## config.mk

```make
export PLATFORM = sky130hd
export DESIGN_NAME = ex_muldiv_flat
export DESIGN_NICKNAME = d
export VERILOG_FILES = /design/src/rtl/ex_muldiv_if.sv /design/src/rtl/ex_muldiv.sv /design/src/flat_wrapper.sv
export SDC_FILE = /design/constraint.sdc
export NUM_CORES = 1
export LEC_CHECK = 0
export ABC_AREA = 1
export CORE_MARGIN = 4
export CORE_UTILIZATION = 45
export DETAILED_ROUTE_END_ITERATION = 10
export GPL_ROUTABILITY_DRIVEN = 0
export HOLD_SLACK_MARGIN = 0.1
export PLACE_DENSITY = 0.66
export SLEW_MARGIN = 0
export SYNTH_ARGS = -nofsm -noshare
export SYNTH_HDL_FRONTEND = slang
export SYNTH_SLANG_ARGS = --single-unit
```

## constraint.sdc

```tcl
create_clock -name clk -period 4.7 [get_ports clk]
set_clock_uncertainty 0.2 [all_clocks]
set_input_delay 1.41 -clock clk [delete_from_list [all_inputs] [get_ports clk]]
set_output_delay 1.41 -clock clk [all_outputs]
set_load 0.1 [all_outputs]
```

## src/rtl/ex_muldiv_if.sv

```systemverilog
// ex_muldiv_if: EX-stage hookup of the iterative divide/multiply unit.
//   ex_aluOp/ex_reg1/ex_reg2 : operation and operands from the ID/EX register
//   cancel                   : pipeline flush, aborts the operation in flight
//   stallreq                 : freeze request towards the pipeline controller
//   ready_o/hi_o/lo_o        : one-cycle result strobe and the HI/LO result
// Modports: master = EX/pipeline side, slave = ex_muldiv.
interface ex_muldiv_if #(
  parameter int DATA_W = 32
);
  logic [7:0]        ex_aluOp;
  logic [DATA_W-1:0] ex_reg1;
  logic [DATA_W-1:0] ex_reg2;
  logic              cancel;
  logic              stallreq;
  logic              ready_o;
  logic [DATA_W-1:0] hi_o;
  logic [DATA_W-1:0] lo_o;

  modport master (
    output ex_aluOp, ex_reg1, ex_reg2, cancel,
    input  stallreq, ready_o, hi_o, lo_o
  );

  modport slave (
    input  ex_aluOp, ex_reg1, ex_reg2, cancel,
    output stallreq, ready_o, hi_o, lo_o
  );
endinterface

```

## src/rtl/ex_muldiv.sv

```systemverilog
// ex_muldiv: iterative restoring divider (DIV/DIVU) for the EX stage, one
// quotient bit per cycle over DATA_W cycles. Divide by zero short-cuts
// through DIVZERO (lo = all ones, hi = dividend unmodified).
// Optional macro MULDIV_MULT_EN adds MULT/MULTU as a shift-add multiplier
// with the same latency; without it those ops are ignored.
// Ports:
//   clk  : rising-edge clock
//   rst  : synchronous active-low reset
//   bus  : ex_muldiv_if.slave (op/operands/cancel in, stallreq/ready_o/hi_o/lo_o out)
//
// state   | meaning
// IDLE    | waiting for a supported op
// DIVZERO | divisor was zero, result is forced
// CALC    | one divide/multiply step per cycle
// DONE    | ready_o high, hi_o/lo_o hold the new result
`ifndef EXE_MULT_OP
`define EXE_MULT_OP  8'b00011000
`endif
`ifndef EXE_MULTU_OP
`define EXE_MULTU_OP 8'b00011001
`endif
`ifndef EXE_DIV_OP
`define EXE_DIV_OP   8'b00011010
`endif
`ifndef EXE_DIVU_OP
`define EXE_DIVU_OP  8'b00011011
`endif

module ex_muldiv #(
  parameter int DATA_W = 32,
  parameter int CNT_W  = 6
) (
  input  logic        clk,
  input  logic        rst,
  ex_muldiv_if.slave  bus
);
  typedef enum logic [1:0] {IDLE, DIVZERO, CALC, DONE} state_t;

  state_t            state, state_nxt;
  logic [CNT_W-1:0]  cnt;
  logic [DATA_W-1:0] acc;   // partial remainder (div) / upper product (mult)
  logic [DATA_W-1:0] quo;   // dividend->quotient (div) / multiplier->lower product
  logic [DATA_W-1:0] op_b;
  logic              neg_q;
  logic              neg_r;
`ifdef MULDIV_MULT_EN
  logic              mult_mode;
`endif

  logic              is_div_op, is_signed_op, is_op, start, last_step;
  logic [DATA_W-1:0] abs_a, abs_b;
  logic [DATA_W:0]   shifted, diff;
  logic [DATA_W-1:0] step_acc, step_quo, res_hi, res_lo;
`ifdef MULDIV_MULT_EN
  logic [DATA_W:0]   sum;
  logic [2*DATA_W-1:0] prod;
`endif

  always_comb begin
    is_div_op    = (bus.ex_aluOp == `EXE_DIV_OP) || (bus.ex_aluOp == `EXE_DIVU_OP);
    is_signed_op = (bus.ex_aluOp == `EXE_DIV_OP);
    is_op        = is_div_op;
`ifdef MULDIV_MULT_EN
    is_signed_op = is_signed_op || (bus.ex_aluOp == `EXE_MULT_OP);
    is_op        = is_op || (bus.ex_aluOp == `EXE_MULT_OP) || (bus.ex_aluOp == `EXE_MULTU_OP);
`endif
    start     = (state == IDLE) && !bus.cancel && is_op;
    abs_a     = (is_signed_op && bus.ex_reg1[DATA_W-1]) ? -bus.ex_reg1 : bus.ex_reg1;
    abs_b     = (is_signed_op && bus.ex_reg2[DATA_W-1]) ? -bus.ex_reg2 : bus.ex_reg2;
    last_step = (cnt == CNT_W'(DATA_W-1));
  end

  // One datapath step; the final sign fix-up is applied to the last step's result.
  always_comb begin
    shifted = {acc, quo[DATA_W-1]};
    diff    = shifted - {1'b0, op_b};
    if (!diff[DATA_W]) begin
      step_acc = diff[DATA_W-1:0];
      step_quo = {quo[DATA_W-2:0], 1'b1};
    end else begin
      step_acc = shifted[DATA_W-1:0];
      step_quo = {quo[DATA_W-2:0], 1'b0};
    end
    res_lo = neg_q ? -step_quo : step_quo;
    res_hi = neg_r ? -step_acc : step_acc;
`ifdef MULDIV_MULT_EN
    sum  = {1'b0, acc} + (quo[0] ? {1'b0, op_b} : '0);
    prod = '0;
    if (mult_mode) begin
      step_acc = sum[DATA_W:1];
      step_quo = {sum[0], quo[DATA_W-1:1]};
      prod     = {step_acc, step_quo};
      if (neg_q) prod = -prod;
      res_hi   = prod[2*DATA_W-1:DATA_W];
      res_lo   = prod[DATA_W-1:0];
    end
`endif
  end

  always_comb begin
    state_nxt    = state;
    bus.stallreq = 1'b0;
    if (bus.cancel) begin
      state_nxt = IDLE;
    end else begin
      case (state)
        IDLE: begin
          bus.stallreq = start;
          if (start) state_nxt = (is_div_op && bus.ex_reg2 == '0) ? DIVZERO : CALC;
        end
        DIVZERO: begin
          bus.stallreq = 1'b1;
          state_nxt    = DONE;
        end
        CALC: begin
          bus.stallreq = 1'b1;
          if (last_step) state_nxt = DONE;
        end
        DONE:    state_nxt = IDLE;
        default: state_nxt = IDLE;
      endcase
    end
  end

  always_ff @(posedge clk) begin
    if (!rst) begin
      state       <= IDLE;
      cnt         <= '0;
      acc         <= '0;
      quo         <= '0;
      op_b        <= '0;
      neg_q       <= 1'b0;
      neg_r       <= 1'b0;
`ifdef MULDIV_MULT_EN
      mult_mode   <= 1'b0;
`endif
      bus.ready_o <= 1'b0;
      bus.hi_o    <= '0;
      bus.lo_o    <= '0;
    end else begin
      state       <= state_nxt;
      bus.ready_o <= (state_nxt == DONE);
      case (state)
        IDLE: begin
          if (start) begin
            // divide by zero keeps the raw dividend in acc for hi_o
            acc       <= (is_div_op && bus.ex_reg2 == '0) ? bus.ex_reg1 : '0;
            quo       <= abs_a;
            op_b      <= abs_b;
            cnt       <= '0;
            neg_q     <= is_signed_op && (bus.ex_reg1[DATA_W-1] ^ bus.ex_reg2[DATA_W-1]);
            neg_r     <= is_signed_op && bus.ex_reg1[DATA_W-1];
`ifdef MULDIV_MULT_EN
            mult_mode <= !is_div_op;
`endif
          end
        end
        CALC: begin
          if (!bus.cancel) begin
            acc <= step_acc;
            quo <= step_quo;
            cnt <= cnt + 1'b1;
            if (last_step) begin
              bus.hi_o <= res_hi;
              bus.lo_o <= res_lo;
            end
          end
        end
        DIVZERO: begin
          if (!bus.cancel) begin
            bus.hi_o <= acc;
            bus.lo_o <= '1;
          end
        end
        default: ;
      endcase
    end
  end
endmodule

```

## src/flat_wrapper.sv

```systemverilog
// flat-port wrapper written by rule: the top's interface ports become plain ports
module ex_muldiv_flat 
#(
  parameter int DATA_W = 32,
  parameter int CNT_W  = 6
)
  (clk, rst, bus_ex_aluOp, bus_ex_reg1, bus_ex_reg2, bus_cancel, bus_stallreq, bus_ready_o, bus_hi_o, bus_lo_o);
  ex_muldiv_if #(.DATA_W(DATA_W)) bus_i ();
  input  logic clk;
  input  logic rst;
  input wire logic [$bits(bus_i.ex_aluOp)-1:0] bus_ex_aluOp;
  input wire logic [$bits(bus_i.ex_reg1)-1:0] bus_ex_reg1;
  input wire logic [$bits(bus_i.ex_reg2)-1:0] bus_ex_reg2;
  input wire logic [$bits(bus_i.cancel)-1:0] bus_cancel;
  output wire logic [$bits(bus_i.stallreq)-1:0] bus_stallreq;
  output wire logic [$bits(bus_i.ready_o)-1:0] bus_ready_o;
  output wire logic [$bits(bus_i.hi_o)-1:0] bus_hi_o;
  output wire logic [$bits(bus_i.lo_o)-1:0] bus_lo_o;
  assign bus_i.ex_aluOp = bus_ex_aluOp;
  assign bus_i.ex_reg1 = bus_ex_reg1;
  assign bus_i.ex_reg2 = bus_ex_reg2;
  assign bus_i.cancel = bus_cancel;
  assign bus_stallreq = bus_i.stallreq;
  assign bus_ready_o = bus_i.ready_o;
  assign bus_hi_o = bus_i.hi_o;
  assign bus_lo_o = bus_i.lo_o;
  ex_muldiv #(.DATA_W(DATA_W), .CNT_W(CNT_W)) u_core (.clk(clk), .rst(rst), .bus(bus_i));
endmodule
```

==> results of run 1 <==
worst min-delay path by stage:
stage                     slack (ns)                              from  cells past startpoint                               end
final                           0.26  u_core.bus.hi_o[14]$_SDFFE_PN0P_                      2  u_core.bus.hi_o[14]$_SDFFE_PN0P_
after global routing            0.28  u_core.bus.hi_o[10]$_SDFFE_PN0P_                      2  u_core.bus.hi_o[10]$_SDFFE_PN0P_
after CTS                       0.26  u_core.bus.hi_o[14]$_SDFFE_PN0P_                      2  u_core.bus.hi_o[14]$_SDFFE_PN0P_
after detailed placement        0.25  u_core.bus.hi_o[14]$_SDFFE_PN0P_                      2  u_core.bus.hi_o[14]$_SDFFE_PN0P_
after global placement          0.25  u_core.bus.hi_o[11]$_SDFFE_PN0P_                      2  u_core.bus.hi_o[11]$_SDFFE_PN0P_
after floorplan                 0.24      u_core.op_b[15]$_SDFFE_PN0P_                      2      u_core.op_b[15]$_SDFFE_PN0P_
power groups by stage:
stage	clock [mW]	combinational (mW)	sequential (mW)
after detailed placement	0	1.10	1.49
after global placement	0	1.10	1.49
after global routing	1.55	1.26	1.46
after floorplan	0	0.771	1.50
after CTS	1.50	1.11	1.46
final	1.48	1.15	1.46
state kept, by name (all words and copies together), names as in the netlist:
| signal | flops |
|---|---|
| u_core.neg_q | 1 |
| u_core.neg_r | 1 |
| u_core.bus.lo_o | 32 |
| u_core.bus.hi_o | 32 |
| u_core.acc | 32 |
| u_core.quo | 32 |
| u_core.op_b | 32 |
| u_core.state | 2 |
| u_core.bus.ready_o | 1 |
| u_core.cnt | 6 |
layer usage:
layer  GRT usage (%)  up-vias  wire (microns)  share of wire [%]
met4           10.70        2            2025                4.1
met2           44.11      774           21360                 43
met5               0        -              12              0.024
li1                -     7839               -                  -
met3           7.024      134            5013                 10
met1           39.14     7104           21480                 43
final cells by class:
class	count	area share [%]
clock buffer	21	2.824
tap	390	2.993
inverter	354	8.149
sequential	171	20.99
clock inverter	10	0.8594
timing repair buffer	186	10.90
multi-input combinational	1750	53.28
cells by family (layout without fill, tap and decap cells):
family,after synthesis,count (layout),share of synthesized area [%]
AOI/OAI and AO/OA,487,487,19.62
adders and majority gates,42,42,3.850
DFF,171,171,24.72
muxes,2,2,0.1446
xor gates and xnor gates,53,53,3.353
buffers and inverters,448,571,12.69
and+or+nand+nor,1166,1166,35.62
repair_timing:
action / 4_1_cts / 5_1_grt
setup endpoints to repair: 0 / 4
setup buffers: 0 / 0
resized for setup: 0 / 4
hold buffers: 0 / 0
stage by stage:
stage          hold WS [ns]  utilization [%]
2_1_floorplan        0.2426                -
3_3_place_gp         0.2516            52.24
3_5_place_dp         0.2541            52.24
4_1_cts              0.2645            54.23
5_1_grt              0.2808            54.29
6_report             0.2622            54.29
placed cells by master (no fill, tap or decap), types with 22 or more instances in the layout:
| master | Yosys | routed |
|---|---|---|
| nand2_1 | 697 | 696 |
| inv_1 | 342 | 342 |
| nor2_1 | 222 | 222 |
| a21oi_1 | 192 | 192 |
| dfxtp_1 | 171 | 171 |
| o21ai_0 | 167 | 166 |
| clkdlybuf4s50_1 | 0 | 138 |
| nand3_1 | 118 | 118 |
| buf_4 | 3 | 44 |
| a31oi_1 | 41 | 41 |
| ha_1 | 41 | 40 |
| xor2_1 | 33 | 33 |
| nor3_1 | 27 | 26 |
| nand2_2 | 21 | 22 |
worst register-to-register path, delay by kind of cell (launching register included):
family | cells | cell delay (ns)
AO/OA/AOI/OAI | 5 | 0.86
buffers and inverters | 3 | 0.22
adder cells (fa/ha/maj) | 3 | 0.83
flip-flops | 1 | 0.32
XOR/XNOR | 1 | 0.15
AND/OR/NAND/NOR | 15 | 1.64
==> impl_metrics.yaml, run 1 <==
logic_synthesis:
  synthTopCellsByArea: "dfxtp_1 (25%), nand2_1 (19%), inv_1 (9.3%)"
  synth_seq_area_share_pct: 24.72
  synth_top_flop_cell: "dfxtp_1"
  synth_common_cells: "nand2_1 (697), inv_1 (342), nor2_1 (222), a21oi_1 (192), dfxtp_1 (171)"
  ys_ff_latch: 171
  yosys.cell_count.top_type: "nand2_1"
  synth_cell_type_count: 51
  synth_largest_area_cell: "dfxtp_1"
  synth.net_count: 2486
  post_synth_instance_area_sq_um: 13850
  synthArstFlopShare_pct: 0
  syn-mean-instance-area_sq_um: 5.845
  synth.yosys.warnings: 0
  post_synthesis_cells: 2369
  yosys.area.top_type_share_pct: 24.72
  synth_enable_flop_cells: 0
global_routing:
  grt_first_pass_wirelength_microns: 76960
  vias_in_the_first_global_route: 14200
  global_route.usage.total_pct: 28.71
  maximum_number_of_pins_on_one_net_before_global_route_repair: 110
  antenna_found_initial: 1
  grt-ovfl-total: 0
layout:
  finish.instance_area_sq_um: 16310
  layout-drive-gt1-share_pct: 6.140
  multi_input_comb_area_sq_um: 8688
  ff_latch_area_sq_um: 3423
  synthesis_to_finish_area_growth_pct: 17.77
  layout.filler_cells: 3074
  fin_nets: 2597
  final_std_cells_w_o_fill: 2882
  antenna-diode-count: 0
power_and_ir_drop:
  p_int_mw: 2.681
  comb_power_share_pct: 28.1
  p_sw_mw: 1.404
  clkPwrFrac_pct: 36.2
  leakagePower_nw: 7.901
  sw_frac_of_total_pct: 34.37
  seq_power_share_pct: 35.7
  pwr_density_cell_nw_per_um2: 250.5
  report.power.total_mw: 4.085
  ir_drop_uv: 234.9
worst_hold_path:
  hold_path_class: "flop to flop"
worst_setup_path:
  critical-path-max-stage-delay_ns: 0.45
  crit_path_end_kind: "primary output"
  worstSetupPathDepth: 6
  cp-endpoint: "bus_stallreq"
  critical_path.reg2reg.startpoint: "u_core.quo[31]$_SDFFE_PN0P_"
  timing.critical_path.cells: "clkdlybuf4s50_1 -> nor4_1 -> o21ai_1 -> nor2_1 -> o21a_1 -> buf_12"
  path_class: "primary input to primary output"
  rr_endpoint: "u_core.bus.lo_o[30]$_SDFFE_PN0P_"
  critical_path_peak_fanout: 3
  timing.critical_path.from_type: "primary input"
  cp.buffers_inverters: 2
  r2r_cells: 27
  regToRegSetupSlack_ns: 0.38
  critical-path-top-delay-family: "buffers and inverters"
  crit_path_top_delay_cell: "clkdlybuf4s50_1"
  required_worst_endpoint_ns: 3.09
  crit_start: "bus_ex_aluOp[0]"
  signal_arrival_time_at_the_worst_endpoint_ns: 2.90
place:
  placedCellCount: 2851
  place_area_sq_um: 15690
  place_ws_ns: 0.1729
  detailed_place_hpwl_microns: 39100
  buffer_ports.inserted: 140
floorplan:
  die_span_x_microns: 183.4
  floorplan.rows: 63
  coreArea_sq_um: 30030
  fp.dieArea_sq_um: 33640
  starting_utilization_of_the_core_area_pct: 46.10
  ioPinCount: 141
  chipHeight_microns: 183.4
sta:
  worst_pin_slew_ns: 1.108
  finalWorstPathRequiredPeriod_ns: 4.507
  timing.slew.headroom_pct: 26.02
  maxClockFrequency_mhz: 221.9
  grt_setup_unrepaired: "no"
  report.final.setup_viol: 0
  timing.final.crit_share_pct: 95.89
  report.final.slew_viol_count: 0
  final-hold-violation-count: 0
  fin_tns_setup_ns: 0
  final.setup.worst_slack_ns: 0.1932
clocking:
  cts.clk_slew.worst_paths_ns: 0.06
  maximum_buffer_depth_of_the_clock_tree: 2
  h-tree-depth: 4
  clock_tree_from_tritoncts: "yes"
  worstSkewPairLatency_ns: 0.44
  cts.sinks: 171
  clk_root_buffer_cell: "clkbuf_16"
  cts_inserted_buffers: 17
drt:
  detail_route.wl_per_cell_microns: 17.31
  drtAntennaViolNets: 0
  drt_pass1_iterations: 6
  route.detailed.vias_per_inst: 5.501
  vias: 15850
  drc_violations_left: 0
  postRouteWirelength_microns: 49890
  drtIter0Drc: 1769
run:
  max_cap_viol_count: 0
run_status:
  status: "completed"
Note: power is estimated with default switching activity, not from simulation.
==> inputs of run 2 (changes only) <==
--- a/config.mk
+++ b/config.mk
@@ -9,9 +9,9 @@
 export CORE_MARGIN = 4
 export CORE_UTILIZATION = 45
 export DETAILED_ROUTE_END_ITERATION = 10
+export DONT_BUFFER_PORTS = 1
 export GPL_ROUTABILITY_DRIVEN = 0
 export HOLD_SLACK_MARGIN = 0.1
-export PLACE_DENSITY = 0.66
 export SLEW_MARGIN = 0
 export SYNTH_ARGS = -nofsm -noshare
 export SYNTH_HDL_FRONTEND = slang
==> run 2 against run 1 <==
  * Combinational power down 13%
  * Maximum frequency increased by 4.9%
  * Cell count fell by 5.3%
  * Power down 4.5%
  * Wire length fell by 1.5%
  * Die area unchanged
  * Clock power fell by 3%
  * Sequential power about the same
  * Critical endpoint is now u_core.bus.hi_o[28]$_SDFFE_PN0P_
  * Largest cell class unchanged
==> impl_metrics.yaml, run 2 (synthesis results as in run 1) <==
run_status:
  status: "completed"
global_routing:
  global_route.usage.total_pct: 28.62
  vias_in_the_first_global_route: 13680
  grt_first_pass_wirelength_microns: 76850
  maximum_number_of_pins_on_one_net_before_global_route_repair: 110
  grt-ovfl-total: 0
  antenna_found_initial: 0
place:
  place_ws_ns: 0.2392
  placedCellCount: 2699
  place_area_sq_um: 14190
  detailed_place_hpwl_microns: 38300
  buffer_ports.inserted: 0
worst_setup_path:
  crit_path_end_kind: "flop"
  r2r_cells: 27
  required_worst_endpoint_ns: 4.80
  critical_path.reg2reg.startpoint: "u_core.quo[31]$_SDFFE_PN0P_"
  path_class: "flop to flop"
  crit_start: "u_core.quo[31]$_SDFFE_PN0P_"
  critical_path_peak_fanout: 41
  signal_arrival_time_at_the_worst_endpoint_ns: 4.39
  timing.critical_path.from_type: "flop"
drt:
  drtAntennaViolNets: 0
  vias: 15090
  drt_pass1_iterations: 6
  detail_route.wl_per_cell_microns: 18.01
  drc_violations_left: 0
  route.detailed.vias_per_inst: 5.528
  postRouteWirelength_microns: 49140
  drtIter0Drc: 1535
sta:
  report.final.slew_viol_count: 0
  final.setup.worst_slack_ns: 0.4046
  report.final.setup_viol: 0
  maxClockFrequency_mhz: 232.8
  grt_setup_unrepaired: "no"
  final-hold-violation-count: 0
  timing.final.crit_share_pct: 91.39
  worst_pin_slew_ns: 1.098
  fin_tns_setup_ns: 0
  finalWorstPathRequiredPeriod_ns: 4.295
  timing.slew.headroom_pct: 26.69
floorplan:
  ioPinCount: 141
  fp.dieArea_sq_um: 33640
  floorplan.rows: 63
  chipHeight_microns: 183.4
  coreArea_sq_um: 30030
  die_span_x_microns: 183.4
  starting_utilization_of_the_core_area_pct: 46.10
worst_hold_path:
  hold_path_class: "flop to flop"
  hold_start: "u_core.quo[29]$_SDFFE_PN0P_"
  hold_path_depth: 2
clocking:
  cts.clk_slew.worst_paths_ns: 0.07
  cts_inserted_buffers: 17
  worstSkewPairLatency_ns: 0.44
  clk_root_buffer_cell: "clkbuf_16"
  maximum_buffer_depth_of_the_clock_tree: 2
  clock_tree_from_tritoncts: "yes"
  cts.sinks: 171
  h-tree-depth: 4
layout:
  finish.instance_area_sq_um: 14800
  final_common_cell: "nand2_1"
  fin_nets: 2445
  antenna-diode-count: 0
  layout.filler_cells: 3272
  post-route-util_pct: 49.27
  layout.cells.most_common_list: "nand2_1 (696), inv_1 (342), nor2_1 (221)"
  synthesis_to_finish_area_growth_pct: 6.868
  final_std_cells_w_o_fill: 2729
  layout-drive-gt1-share_pct: 5.985
power_and_ir_drop:
  pwr_density_cell_nw_per_um2: 263.6
  leakagePower_nw: 7.308
  ir_drop_uv: 240.6
run:
  max_cap_viol_count: 0
[run 2: layer usage]
metal | track usage, % | up-vias | wire, microns
li1 | - | 7522 | -
met1 | 40.62 | 6808 | 22120
met2 | 44.12 | 672 | 21110
met3 | 5.382 | 84 | 4259
met4 | 8.790 | 0 | 1652
met5 | 0 | - | 0
[run 2: what timing repair did]
action	in CTS	in global routing
setup buffers	0	0
hold buffers	0	0
gates resized for setup	0	7
endpoints found under the setup margin	0	4
[run 2: path summary, 6_finish.rpt]
check,to,slack [ns]
worst min-delay path,u_core.quo[29]$_SDFFE_PN0P_,0.30
worst max register to register,u_core.bus.hi_o[28]$_SDFFE_PN0P_,0.40
worst max-delay path,u_core.bus.hi_o[28]$_SDFFE_PN0P_,0.40
worst min register to register,u_core.quo[29]$_SDFFE_PN0P_,0.30
[run 2: layout make-up]
type,instances,area (sq um),share of cell area [%]
Clock buffer,21,460.4,3.112
Clock inverter,9,112.6,0.7610
Inverter,354,1329,8.980
Multi-Input combinational cell,1750,8703,58.82
Sequential cell,171,3423,23.14
Tap cell,390,488.0,3.298
Timing Repair Buffer,34,280.3,1.894
[run 2: critical path: stages (launching register included)]
cell and delay [ns]:
dfxtp_1 0.34, inv_1 0.07, ha_1 0.26, fa_1 0.42, inv_1 0.11, nand2_1 0.05, nand2_1 0.07, nand3_1 0.08
nand2_2 0.11, nand2_1 0.08, nand2_2 0.10, nand2_4 0.08, nand2_4 0.09, nand2_4 0.06, nand2_4 0.10, buf_4 0.42
nand2_2 0.11, nand2_4 0.14, ha_1 0.22, nand2_1 0.07, nor2_1 0.22, nand3_1 0.11, nand2_1 0.17, nand2_1 0.08
nand2_1 0.06, nand3_1 0.06, nand2_1 0.16, a21oi_1 0.08
[run 2: report_power, final]
part	internal (mW)	switching (mW)	leakage, nW
combinational	0.303	0.702	5.65
clock	0.809	0.617	0.280
sequential	1.45	0.0155	1.38
total	2.57	1.33	7.31
[run 2: stage by stage]
step	total power, mW	hold WS [ns]
after floorplan	2.271	0.2426
after global placement	2.467	0.2879
after detailed placement	2.473	0.2864
after CTS	3.889	0.2999
after global routing	4.091	0.3114
final	3.900	0.2989
